$ cat config.mk
export PLATFORM = sky130hd
export DESIGN_NAME = rom_access_arbiter
export DESIGN_NICKNAME = d
export VERILOG_FILES = /design/src/rtl/rom_access_arbiter.sv
export SDC_FILE = /design/constraint.sdc
export NUM_CORES = 1
export LEC_CHECK = 0
export ABC_CLOCK_PERIOD_IN_PS = 2600
export CORE_ASPECT_RATIO = 0.75
export CORE_MARGIN = 8
export CORE_UTILIZATION = 40
export DETAILED_ROUTE_END_ITERATION = 8
export PLACE_DENSITY = 0.73
export SYNTH_ARGS = -nofsm -noshare
export SYNTH_HDL_FRONTEND = slang
export SYNTH_SLANG_ARGS = --single-unit
$ cat constraint.sdc
create_clock -name clk -period 2.6 [get_ports clk]
set_clock_uncertainty 0.05 [all_clocks]
set_input_delay 0.52 -clock clk [delete_from_list [all_inputs] [get_ports clk]]
set_output_delay 0.52 -clock clk [all_outputs]
set_load 0.01 [all_outputs]
$ cat src/rtl/rom_access_arbiter.sv
// rom_access_arbiter: shares the single instruction ROM between the CPU fetch port
// and the debug/loader read port. Fetch has fixed priority; a starvation counter
// hands debug the next arbitration after STARVE_LIMIT consecutive fetch grants
// won while debug was waiting.
// Optional macro ROM_WAIT_STATE_EN inserts a WAIT state between ACCESS and RESP so
// the ROM gets two cycles of stable address/select before its data is captured.
module rom_access_arbiter #(
    parameter int ADDR_WIDTH   = 5,
    parameter int DATA_WIDTH   = 32,
    parameter int STARVE_LIMIT = 4
) (
    input  logic                  clk,
    input  logic                  reset_n,
    input  logic                  fetch_req,
    input  logic [ADDR_WIDTH-1:0] fetch_addr,
    output logic                  fetch_valid,
    output logic [DATA_WIDTH-1:0] fetch_data,
    input  logic                  dbg_req,
    input  logic [ADDR_WIDTH-1:0] dbg_addr,
    output logic                  dbg_valid,
    output logic [DATA_WIDTH-1:0] dbg_data,
    output logic [ADDR_WIDTH-1:0] rom_address,
    output logic                  rom_chip_select,
    input  logic [DATA_WIDTH-1:0] rom_data,
    output logic                  busy
);

    typedef enum logic [1:0] {
        ST_IDLE   = 2'd0,
        ST_ACCESS = 2'd1,
        ST_WAIT   = 2'd2,
        ST_RESP   = 2'd3
    } state_t;

    localparam logic [3:0] STARVE_LIMIT_C = 4'(STARVE_LIMIT);

`ifdef ROM_WAIT_STATE_EN
    // ROM data is sampled at the end of the last cycle the ROM is driven.
    localparam state_t LAST_ROM_STATE = ST_WAIT;
    localparam state_t AFTER_ACCESS   = ST_WAIT;
`else
    localparam state_t LAST_ROM_STATE = ST_ACCESS;
    localparam state_t AFTER_ACCESS   = ST_RESP;
`endif

    // FSM and transaction context
    state_t                  state_reg, state_next;
    logic                    grant_dbg_reg, grant_dbg_next;   // 1: debug owns the current read
    logic [ADDR_WIDTH-1:0]   addr_reg, addr_next;             // latched winner address
    logic [3:0]              starve_cnt_reg, starve_cnt_next;

    // Registered outputs (all driven straight from flops so the ROM sees no glitches)
    logic                    rom_cs_reg, rom_cs_next;
    logic [ADDR_WIDTH-1:0]   rom_addr_reg, rom_addr_next;
    logic                    fetch_valid_reg, fetch_valid_next;
    logic                    dbg_valid_reg, dbg_valid_next;
    logic [DATA_WIDTH-1:0]   fetch_data_reg, fetch_data_next;
    logic [DATA_WIDTH-1:0]   dbg_data_reg, dbg_data_next;
    logic                    busy_reg, busy_next;

    logic                    starve_at_limit;
    logic                    dbg_wins;

    assign starve_at_limit = (starve_cnt_reg == STARVE_LIMIT_C);
    // Debug wins when it is alone, or when it has been passed over too often.
    assign dbg_wins        = dbg_req && (!fetch_req || starve_at_limit);

    // State and transaction-context registers
    always_ff @(posedge clk or negedge reset_n) begin
        if (!reset_n) begin
            state_reg      <= ST_IDLE;
            grant_dbg_reg  <= 1'b0;
            addr_reg       <= '0;
            starve_cnt_reg <= '0;
        end else begin
            state_reg      <= state_next;
            grant_dbg_reg  <= grant_dbg_next;
            addr_reg       <= addr_next;
            starve_cnt_reg <= starve_cnt_next;
        end
    end

    // Next-state logic: arbitration happens only in IDLE, so RESP never re-accepts a request
    always_comb begin
        state_next      = state_reg;
        grant_dbg_next  = grant_dbg_reg;
        addr_next       = addr_reg;
        starve_cnt_next = starve_cnt_reg;
        case (state_reg)
            ST_IDLE: begin
                if (fetch_req || dbg_req) begin
                    state_next = ST_ACCESS;
                    if (dbg_wins) begin
                        grant_dbg_next  = 1'b1;
                        addr_next       = dbg_addr;
                        starve_cnt_next = '0;
                    end else begin
                        grant_dbg_next = 1'b0;
                        addr_next      = fetch_addr;
                        // Only grants that make debug wait count towards starvation.
                        if (dbg_req && (starve_cnt_reg < STARVE_LIMIT_C)) begin
                            starve_cnt_next = starve_cnt_reg + 4'd1;
                        end
                    end
                end
            end
            ST_ACCESS: state_next = AFTER_ACCESS;
            ST_WAIT:   state_next = ST_RESP;
            ST_RESP:   state_next = ST_IDLE;
            default:   state_next = ST_IDLE;
        endcase
    end

    // Output logic: next values of the registered outputs, decoded from the next state
    always_comb begin
        rom_cs_next      = (state_next == ST_ACCESS) || (state_next == ST_WAIT);
        rom_addr_next    = rom_cs_next ? addr_next : '0;
        fetch_valid_next = (state_next == ST_RESP) && !grant_dbg_next;
        dbg_valid_next   = (state_next == ST_RESP) && grant_dbg_next;
        busy_next        = (state_next != ST_IDLE);
        fetch_data_next  = fetch_data_reg;
        dbg_data_next    = dbg_data_reg;
        // Only the winner's data register is ever written.
        if (state_reg == LAST_ROM_STATE) begin
            if (grant_dbg_reg) begin
                dbg_data_next = rom_data;
            end else begin
                fetch_data_next = rom_data;
            end
        end
    end

    // Output registers; reset drops any read in flight without a valid
    always_ff @(posedge clk or negedge reset_n) begin
        if (!reset_n) begin
            rom_cs_reg      <= 1'b0;
            rom_addr_reg    <= '0;
            fetch_valid_reg <= 1'b0;
            dbg_valid_reg   <= 1'b0;
            fetch_data_reg  <= '0;
            dbg_data_reg    <= '0;
            busy_reg        <= 1'b0;
        end else begin
            rom_cs_reg      <= rom_cs_next;
            rom_addr_reg    <= rom_addr_next;
            fetch_valid_reg <= fetch_valid_next;
            dbg_valid_reg   <= dbg_valid_next;
            fetch_data_reg  <= fetch_data_next;
            dbg_data_reg    <= dbg_data_next;
            busy_reg        <= busy_next;
        end
    end

    assign rom_chip_select = rom_cs_reg;
    assign rom_address     = rom_addr_reg;
    assign fetch_valid     = fetch_valid_reg;
    assign dbg_valid       = dbg_valid_reg;
    assign fetch_data      = fetch_data_reg;
    assign dbg_data        = dbg_data_reg;
    assign busy            = busy_reg;

endmodule

==> flow_metrics.env <==
export IMPL_pin_count=119
export IMPL_die_area_mm2=0.0114
export IMPL_cp_required_ns=2.82
export IMPL_ys_seq_area_frac=0.645
export IMPL_postLayoutCellArea_mm2=0.00481
export IMPL_wl_um=7680
export IMPL_yosys_warnings=0
export IMPL_dr_pass1_iters=4
export IMPL_arrival_ns=2.19
export IMPL_whs_ns=0.0623
export IMPL_finalSetupTns_ns=0
export IMPL_vias=2195
export IMPL_hold_path_class="in -> async"
export IMPL_cts_repair_resized=0
export IMPL_critPathLaunchType="flop"
export IMPL_clock_latency_ns=0.35
export IMPL_seqPwrFrac=0.371
export IMPL_synth_distinct_cells=22
export IMPL_gp_congestion=0.761
export IMPL_drc=0
export IMPL_cts_sinks=85
export IMPL_port_buffer_count=118
export IMPL_maxSlewHeadroom=0.688
export IMPL_dp_hpwl_um=5730
export IMPL_wl_per_cell_um=16.7
export IMPL_grt_max_degree=51
export IMPL_fin_crit_ns=1.97
export IMPL_critPathCaptureType="flop"
export IMPL_finalCritPeriodShare=0.758
export IMPL_hold_buffers=0
export IMPL_nNetsFinal=402
export IMPL_die_width_um=121
export IMPL_clk_pin_slew_ns=0.09
export IMPL_p_int_uw=4280
export IMPL_netlist_area_mm2=0.00330
export IMPL_diodes=0
export IMPL_grt_pass1_wl_um=12400
export IMPL_viasPerCell=4.77
export IMPL_clock_path_buffers=2
export IMPL_p_leak_uw=0.00206
export IMPL_path_max_fanout=7
export IMPL_syn_inst=225
export IMPL_drtIter0Drc=66
export IMPL_overflow=0
export IMPL_power_density_mw_per_mm2=1310
export IMPL_fmax_mhz=507
export IMPL_tightest_slew_ns=0.468
export IMPL_cts_tree="built"
export IMPL_ys_ff_latch=85
export IMPL_rsz0062_at_grt="no"
export IMPL_num_rows=28
export IMPL_drt_antenna_violating_nets=0
export IMPL_syn_num_nets=277
export IMPL_setup_viol=0
export IMPL_clockPowerShare=0.147
export IMPL_initial_core_util=0.415
export IMPL_total_power_uw=6280
export IMPL_htree_num_levels=3
export IMPL_avgSynthCellArea_um2=14.7
export IMPL_areaGrowthSynthToFinish_pct=45.8
export IMPL_pwr_share_comb=0.482
export IMPL_die_y_um=94.7
export IMPL_crit_type="reg -> reg"
export IMPL_dpl_cell_area_mm2=0.00461
export IMPL_cts_buffers=9
export IMPL_core_area_mm2=0.00795
export IMPL_irDropWorstVdd_mv=0.527
export IMPL_drive_gt1_frac=0.248
export IMPL_post_cts_buffers=0
export IMPL_switchingPower_uw=2000
export IMPL_antenna_found_initial=0
export IMPL_drv_slew=0
export IMPL_drv_cap=0
export IMPL_finalHoldViolations=0
export IMPL_cts_root_buf="clkbuf_8"
export IMPL_switching_share=0.319
export IMPL_grt_usage=0.139
export IMPL_status="finished clean"
export IMPL_first_global_vias=2374
## metrics by stage
| stage | util | std cells | worst slack [ns] |
|---|---|---|---|
| after floorplan | - | 225 | 0.837 |
| after global placement | 0.580 | 444 | 0.356 |
| after detailed placement | 0.580 | 444 | 0.273 |
| after CTS | 0.605 | 460 | 0.602 |
| after global routing | 0.605 | 460 | 0.453 |
| final | 0.605 | 460 | 0.629 |
## final timing paths
check / start / endpoint / slack, ns / cells after the start
min in group clk: fetch_data[5] / fetch_data[5] / 0.46 / 1
worst min-delay path: reset_n / fetch_data[27] / 0.06 / 1
worst max register to register: state_reg[0] / rom_address[4] / 0.63 / 7
worst min register to register: fetch_data[5] / fetch_data[5] / 0.46 / 1
max in group asynchronous: reset_n / dbg_data[6] / 1.81 / 2
worst max-delay path: state_reg[0] / rom_address[4] / 0.63 / 7
## logic make-up after synthesis
group | after synthesis | synth area share
AO/OA/AOI/OAI | 26 | 0.0550
adder cells (fa/ha/maj) | 6 | 0.0228
flip-flops | 85 | 0.645
buffers and inverters | 19 | 0.0254
multiplexers | 65 | 0.222
AND/OR/NAND/NOR | 24 | 0.0303
## layer usage
layer / up-vias / GRT usage / wire length, um
li1: 1034 / - / -
met1: 1071 / 0.175 / 3530
met2: 83 / 0.212 / 3430
met3: 7 / 0.0590 / 626
met4: 0 / 0.0466 / 90
met5: - / 0 / 0
## power by group through the flow
stage	registers (uW)	clock network, uW	logic [uW]
2_1_floorplan	2590	0	1240
3_5_place_dp	2360	0	3090
4_1_cts	2330	963	3100
5_1_grt	2420	1010	3310
3_3_place_gp	2330	0	3020
6_report	2330	926	3030
## synth_stat cells, drive strengths merged
library cell / number / area share
o21ai: 6 / 0.010
a21oi: 3 / 0.0045
nor2: 8 / 0.0091
inv: 11 / 0.013
buf: 8 / 0.013
and3b: 1 / 0.0027
nor4: 1 / 0.0019
a211o: 1 / 0.0027
a21boi: 1 / 0.0023
a31oi: 10 / 0.019
mux2: 65 / 0.22
a22o: 1 / 0.0027
o21a: 2 / 0.0068
and2: 1 / 0.0019
dfrtp: 85 / 0.64
nand2: 13 / 0.015
ha: 6 / 0.023
o2bb2ai: 1 / 0.0045
o21bai: 1 / 0.0023
## cell usage in the layout (no fill, tap or decap), drive strengths merged
master / netlist / final
clkdlybuf4s50: 0 / 117
dfrtp: 85 / 85
mux2: 65 / 65
nand2: 13 / 13
inv: 11 / 11
clkbuf: 0 / 11
a31oi: 10 / 10
nor2: 8 / 8
ha: 6 / 6
o21ai: 6 / 6
buf: 8 / 5
a21oi: 3 / 3
clkinv: 0 / 3
o21a: 2 / 2
a211o: 1 / 1
and3b: 1 / 1
o2bb2ai: 1 / 1
and2: 1 / 1
nor4: 1 / 1
o21bai: 1 / 1
a22o: 1 / 1
a21boi: 1 / 1
clkinvlp: 0 / 1
bufinv: 0 / 1
## final cells by class
type / count / area (um^2)
Clock inverter: 5 / 60.1
Timing Repair Buffer: 122 / 1220
Fill cell: 666 / 3140
Sequential cell: 85 / 2130
Inverter: 11 / 41.3
Multi-Input combinational cell: 121 / 1090
Clock buffer: 11 / 141
Tap cell: 105 / 131
## worst max-delay path, stage by stage (launching register included)
cell and delay (ns):
dfrtp_1 0.39, inv_1 0.07, ha_1 0.29, o21a_1 0.16, a211o_1 0.30, ha_1 0.36
o21ai_0 0.12, a31oi_1 0.16
No activity file was read; power rests on OpenSTA's default activity.
